===== src/rtl/piso_pkg.sv =====
// Shared types and defaults for the piso serialiser.
package piso_pkg;

    typedef enum logic [1:0] {
        IDLE   = 2'd0,
        SHIFT  = 2'd1,
        PARITY = 2'd2
    } piso_state_t;

    localparam int PISO_WIDTH_DEF = 4;

endpackage


===== src/rtl/piso_bit_cnt.sv =====
// Modulo-WIDTH bit counter with synchronous clear, enable and terminal flag.
module piso_bit_cnt #(
    parameter int WIDTH = 4
) (
    input  logic clk_i,
    input  logic rst_n_i,
    input  logic clr,
    input  logic en,
    output logic tc
);

    localparam int CW = (WIDTH > 1) ? $clog2(WIDTH) : 1;

    logic [CW-1:0] count;

    assign tc = (count == CW'(WIDTH - 1));

    always_ff @(posedge clk_i) begin
        if (!rst_n_i || clr) begin
            count <= '0;
        end else if (en) begin
            count <= tc ? '0 : count + 1'b1;
        end
    end

endmodule


===== src/rtl/piso.sv =====
// Parallel-in serial-out shifter, MSB-first, valid/ready word handshake.
// Optional even-parity trailer bit when PISO_PARITY_EN is defined.
module piso
    import piso_pkg::*;
#(
    parameter int WIDTH = PISO_WIDTH_DEF
) (
    input  logic             clk_i,
    input  logic             rst_n_i,
    input  logic             valid_i,
    input  logic [WIDTH-1:0] data_i,
    output logic             ready_o,
    output logic             data_o,
    output logic             valid_o,
    output logic             sof_o,
    output logic             par_o
);

    piso_state_t      state_q, state_d;
    logic [WIDTH-1:0] sr_q, sr_d;
    logic             dout_d, vld_d, sof_d, par_d;
    logic             accept, tc;

    assign accept = valid_i && ready_o;

`ifdef PISO_PARITY_EN
    logic par_q;
    assign ready_o = (state_q == IDLE) || (state_q == PARITY);
`else
    assign ready_o = (state_q == IDLE) || (state_q == SHIFT && tc);
`endif

    piso_bit_cnt #(.WIDTH(WIDTH)) u_cnt (
        .clk_i   (clk_i),
        .rst_n_i (rst_n_i),
        .clr     (accept),
        .en      (state_q == SHIFT),
        .tc      (tc)
    );

    // Outputs are computed from the next state so the MSB shows the cycle after accept.
    always_comb begin
        state_d = state_q;
        sr_d    = sr_q;
        dout_d  = 1'b0;
        vld_d   = 1'b0;
        sof_d   = 1'b0;
        par_d   = 1'b0;
        unique case (1'b1)
            accept: begin
                state_d = SHIFT;
                sr_d    = {data_i[WIDTH-2:0], 1'b0};
                dout_d  = data_i[WIDTH-1];
                vld_d   = 1'b1;
                sof_d   = 1'b1;
            end
            (state_q == SHIFT && !tc): begin
                sr_d   = {sr_q[WIDTH-2:0], 1'b0};
                dout_d = sr_q[WIDTH-1];
                vld_d  = 1'b1;
            end
            (state_q == SHIFT && tc && !accept): begin
`ifdef PISO_PARITY_EN
                state_d = PARITY;
                dout_d  = par_q;
                vld_d   = 1'b1;
                par_d   = 1'b1;
`else
                state_d = IDLE;
`endif
            end
            default: begin
                state_d = IDLE;
            end
        endcase
    end

    always_ff @(posedge clk_i) begin
        if (!rst_n_i) begin
            state_q <= IDLE;
            sr_q    <= '0;
            data_o  <= 1'b0;
            valid_o <= 1'b0;
            sof_o   <= 1'b0;
        end else begin
            state_q <= state_d;
            sr_q    <= sr_d;
            data_o  <= dout_d;
            valid_o <= vld_d;
            sof_o   <= sof_d;
        end
    end

`ifdef PISO_PARITY_EN
    always_ff @(posedge clk_i) begin
        if (!rst_n_i) begin
            par_q <= 1'b0;
            par_o <= 1'b0;
        end else begin
            if (accept) begin
                par_q <= ^data_i;
            end
            par_o <= par_d;
        end
    end
`else
    assign par_o = 1'b0;
    logic unused_par;
    assign unused_par = par_d;
`endif

endmodule


===== config.mk =====
export PLATFORM = sky130hd
export DESIGN_NAME = piso
export DESIGN_NICKNAME = d
export VERILOG_FILES = /design/src/rtl/piso_pkg.sv /design/src/rtl/piso_bit_cnt.sv /design/src/rtl/piso.sv
export SDC_FILE = /design/constraint.sdc
export NUM_CORES = 1
export LEC_CHECK = 0
export BUFFER_PORTS_ARGS = -buffer_cell sky130_fd_sc_hd__buf_2
export CORE_AREA = 2 2 39 41
export CTS_CLUSTER_SIZE = 28
export DETAILED_ROUTE_END_ITERATION = 12
export DIE_AREA = 0 0 41 43
export PLACE_DENSITY = 0.53
export SLEW_MARGIN = 20
export SYNTH_ARGS = -nofsm -noshare
export SYNTH_HDL_FRONTEND = slang
export SYNTH_SLANG_ARGS = --single-unit

===== constraint.sdc =====
create_clock -name clk_i -period 1.21 [get_ports clk_i]
set_input_delay 0.0605 -clock clk_i [delete_from_list [all_inputs] [get_ports clk_i]]
set_output_delay 0.0605 -clock clk_i [all_outputs]
set_load 0.02 [all_outputs]

* After elaboration in Yosys (flattened, before gate mapping)
Cells that the tools add are included.
** Cells by class
- $add $sub $neg :: 1
- Eq/ne operators :: 2
- Mux-type cells :: 6
- Reductions and logical operators :: 10
** Operator list (number)
- one-hot mux 4 bit (2 select lines) :: 1
- one-hot mux 2 bit (2 select lines) :: 1
- logical AND 1 bit :: 3
- adder 2 x 1 -> 2 bit (second input constant) :: 1
- == test 2 x 1 -> 1 bit (second input constant) :: 1
- == test 2 bit (second input constant) :: 1
- logical NOT 1 bit :: 2
- logical NOT 2 bit :: 1
- logical OR 1 bit :: 2
- 2-to-1 mux 1 bit :: 2
- 2-to-1 mux 2 bit :: 1
- one-hot mux 1 bit (2 select lines) :: 1
- nonzero test 2 bit :: 1
- OR reduction 2 bit :: 1
** Word-level totals
- Register bits after elaboration :: 11
- Bits of input ports :: 7

* Depth between registers and ports, before layout
- Depth in word-level cells :: 6
- Mapped depth :: 5
- Gate-level depth less buffers :: 5

* Cells and area by module
From an unflattened synthesis, not the netlist that was laid out.
** Second synthesis, totals
- Cell total of the unflattened synthesis :: 37
- Area, all modules :: 389.1 sq um
** Modules (own cells, without submodules)
- piso :: instances 1, cells an instance 28, area each 292.8 sq um, seq. area each 140.1 sq um
- piso_bit_cnt :: instances 1, cells an instance 9, area each 96.3 sq um, seq. area each 40.0 sq um

* Least setup slack after synthesis
Ideal clock, no wire load.
- Path kind :: reg-to-reg
- Start :: reg u_cnt.count[0]
- End :: reg sof_o
- Setup time :: 0.116 ns
- Arrival time :: 1.006 ns
- Required time :: 1.094 ns
- Slack :: 0.089 ns
- Cell stages (with the launch flop) :: 5
- Buffers on the path :: 0
- Period minus slack after synthesis :: 1.121 ns
- Path through :: dfxtp_1 ha_1 and2b_4 inv_6 and3_1
** On the way
- Word-level cells in the longest chain between the ends :: 5
** RTL lines
- start: declaration :: RTL line piso_bit_cnt.sv:14 : logic [CW-1:0] count;
- start signal: assignment :: RTL line piso_bit_cnt.sv:22 : count <= tc ? '0 : count + 1'b1;
- == test 2 bit :: RTL line piso_bit_cnt.sv:16 : assign tc = (count == CW'(WIDTH - 1));
- logical AND 1 bit
- logical OR 1 bit :: RTL line piso.sv:30 : assign ready_o = (state_q == IDLE) || (state_q == SHIFT && tc);
- via ready_o :: RTL line piso.sv:12 : output logic ready_o,
- logical AND 1 bit :: RTL line piso.sv:24 : assign accept = valid_i && ready_o;
- 2-to-1 mux 1 bit :: RTL line piso.sv:49 : unique case (1'b1)
- end signal: assignment :: RTL line piso.sv:84 : sof_o <= 1'b0;
- end signal: assignment :: RTL line piso.sv:90 : sof_o <= sof_d;
- end: declaration :: RTL line piso.sv:15 : output logic sof_o,
The timed path passes the listed nets, and every way through them passes these cells.
A chain may end at the register's enable or synchronous reset.

* Worst setup path after layout
- Start :: reg u_cnt.count[0]
- End :: out ready_o
** On the way
- Word-level cells in the longest chain between the ends :: 3
** RTL lines (RTL line)
- == test 2 bit :: piso_bit_cnt.sv:16
- logical AND 1 bit
- logical OR 1 bit :: piso.sv:30
- end: declaration :: piso.sv:12
Every way passes these cells.

==> impl_metrics.py <==
metrics = {
    "run_status": {
        "status": "complete, but fails checks",
        "violations": "setup timing",
    },
    "timing": {
        "fin_crit_ns": 1.23,
        "fmax_ghz": 0.814,
        "slew_violations": 0,
        "post-route-worst-setup-slack_ns": -0.0184,
        "grt_setup_unrepaired": "true",
        "setup-violations-final": 1,
        "tns_ns": -0.0184,
        "finalHoldViolCount": 0,
        "skew_ns": 0.00390,
        "period_share_pct": 102,
    },
    "floorplan": {
        "start_util_pct": 27.8,
        "rows": 14,
        "core_area_um2": 1380,
        "die_y_um": 43,
        "die_w_um": 41,
        "dieArea_um2": 1760,
        "ioPinCount": 12,
    },
    "placement": {
        "pre_cts_slack_ns": 0.0605,
        "port_buffers": 10,
        "place_congestion": 0.688,
        "dpl.cell_count": 61,
        "dpl-instance-area_um2": 434,
    },
    "detailed_routing": {
        "antenna_left": 0,
        "drt_first_pass_iters": 2,
        "routed_wl_um": 772,
        "drc": 0,
        "first_iter_violations": 3,
        "vias_per_cell": 4.46,
        "num_vias": 312,
        "wl_per_cell_um": 11.0,
    },
    "clock_tree": {
        "cts_max_path_buffers": 2,
        "clk_pin_slew_ns": 0.06,
        "cts_sinks": 9,
        "cts_buffers": 3,
        "cts-root-buf": "clkbuf_4",
        "cts_tree": "yes",
        "clk-insertion-delay-late_ns": 0.26,
        "htree_levels": 1,
    },
    "final_layout": {
        "syn_to_final_growth_pct": 37.1,
        "diodes": 0,
        "layoutNonFillerInstCount": 70,
        "design_area_um2": 527,
        "layout.cells.most_common_list": "buf_2 (9), dfxtp_1 (7), buf_4 (5)",
        "nNetsFinal": 63,
        "layout-drive-gt1-share_pct": 51.9,
        "final_common_cell": "buf_2",
    },
    "logic_synthesis": {
        "synth-compound-area-share_pct": 17.3,
        "ys_ff_latch": 9,
        "synth_simple_gate_area_share_pct": 16.3,
        "synth_xor_xnor_area_share_pct": 0,
        "syn_nets": 46,
        "ys_top_cells_by_area": "dfxtp_1 (47%), mux2i_1 (7.8%), o21a_1 (7.8%), a21oi_1 (3.9%), buf_4 (3.9%)",
        "yosysWarnings": 0,
        "synth_top_family_by_area": "compound AO/OA/AOI/OAI gates",
        "yosysUniqueCellTypes": 18,
        "netlist_instances": 38,
        "synthMuxAreaShare_pct": 7.82,
        "syn-cell-area_um2": 384,
        "synth_top_area_share_pct": 46.9,
        "avgSynthCellArea_um2": 10.1,
        "synthAdderAreaFrac_pct": 3.26,
        "seq_area_frac_synth_pct": 46.9,
        "synth_top_area_cell": "dfxtp_1",
    },
    "critical_path": {
        "worstRegToRegCells": 6,
        "critPathCaptureType": "output port",
        "critPathMaxFanout": 3,
        "required_ns": 1.15,
        "crit_type": "reg2out",
        "critPathLaunchType": "flop",
        "r2r_slack_ns": 0.01,
        "cp.arrival_ns": 1.17,
    },
    "grt": {
        "antenna_found_initial": 0,
        "grt_remaining_overflow": 0,
        "grt_max_degree": 11,
        "grtUsageTotal_pct": 9.81,
        "grt_pass1_vias": 272,
        "grt_pass1_wl_um": 1120,
    },
    "flow_run": {
        "max_cap_violations": 0,
    },
    "pwr": {
        "max-vdd-ir-drop_mv": 0.670,
        "pwr_density_cell_nw_per_um2": 1270,
        "p_leak_uw": 0.000238,
        "power_uw": 669,
    },
    "hold_path": {
        "min_path_type": "in2reg",
        "whs_path_depth": 3,
    },
}
[stage by stage]
step	hold slack, ns	utilization [%]
2_1_floorplan	0.208	-
3_3_place_gp	0.301	31.4
3_5_place_dp	0.303	31.4
4_1_cts	0.0278	36.8
5_1_grt	0.0485	38.1
6_report	0.0421	38.1
[Yosys cell counts, drive strengths merged]
cell type  n
dfxtp      9
o21a       4
a21oi      3
buf        3
mux2i      3
nand2      3
nor2       2
nor3b      2
o21ai      2
a21boi     1
and2b      1
and3       1
conb       1
ha         1
inv        1
nand3      1
[layout make-up]
type                    instances  area (um2)
fillers                       153         857
multi-input cells              25         195
flip-flops and latches          9         183
repair buffers                 15        93.8
clock buffers                   4        26.3
well taps                      16        20.0
inverters                       1        8.76
[worst max-delay path: stages, from the launching register on]
cell	delay (ns)
dfxtp_2	0.34
ha_4	0.15
and2b_4	0.27
inv_6	0.03
buf_6	0.12
[path summary, 6_finish.rpt]
path | startpoint | end
worst max-delay path | u_cnt.count[0]$_SDFFE_PP0P_ | ready_o
worst max register to register | u_cnt.count[0]$_SDFFE_PP0P_ | sr_q[2]$_SDFFE_PN0P_
worst min register to register | sr_q[3]$_SDFFE_PN0P_ | data_o$_SDFF_PN0_
worst min-delay path | data_i[0] | sr_q[1]$_SDFFE_PN0P_
[flip-flops by register name (all words and copies together), names as in the netlist]
name,flops
u_cnt.count,2
sof_o,1
data_o,1
state_q,1
sr_q,3
valid_o,1
[kinds of logic (layout without fill, tap and decap cells)]
logic type,after synthesis,in the layout
compound gates,10,10
simple gates,10,10
flops,9,9
buf+inv,4,20
mux,3,3
fa+ha+maj,1,1
other cells,1,1
[where the power goes]
part	leakage, uW	switching (uW)	internal (uW)	total, uW
clock	0.0000150	101	127	228
combinational	0.000148	56.2	55.6	112
sequential	0.0000752	12.7	317	329
total	0.000238	170	499	669
[routing by layer]
metal  share of wire (%)  vias up  routed length [um]  GRT usage [%]
met5                   0        -                   0              0
met4                   0        0                   0           4.00
met3                 6.3        0                  49           6.28
met2                  50       10                 389           12.5
met1                  43      142                 334           12.8
li1                    -      160                   -              -
[what timing repair did]
action | CTS | global route
resized for setup | 5 | 3
endpoints found under the setup margin | 1 | 6
pin swaps | 1 | 0
hold buffers | 0 | 0
setup buffers | 5 | 0
(Power assumes the default switching activity.)
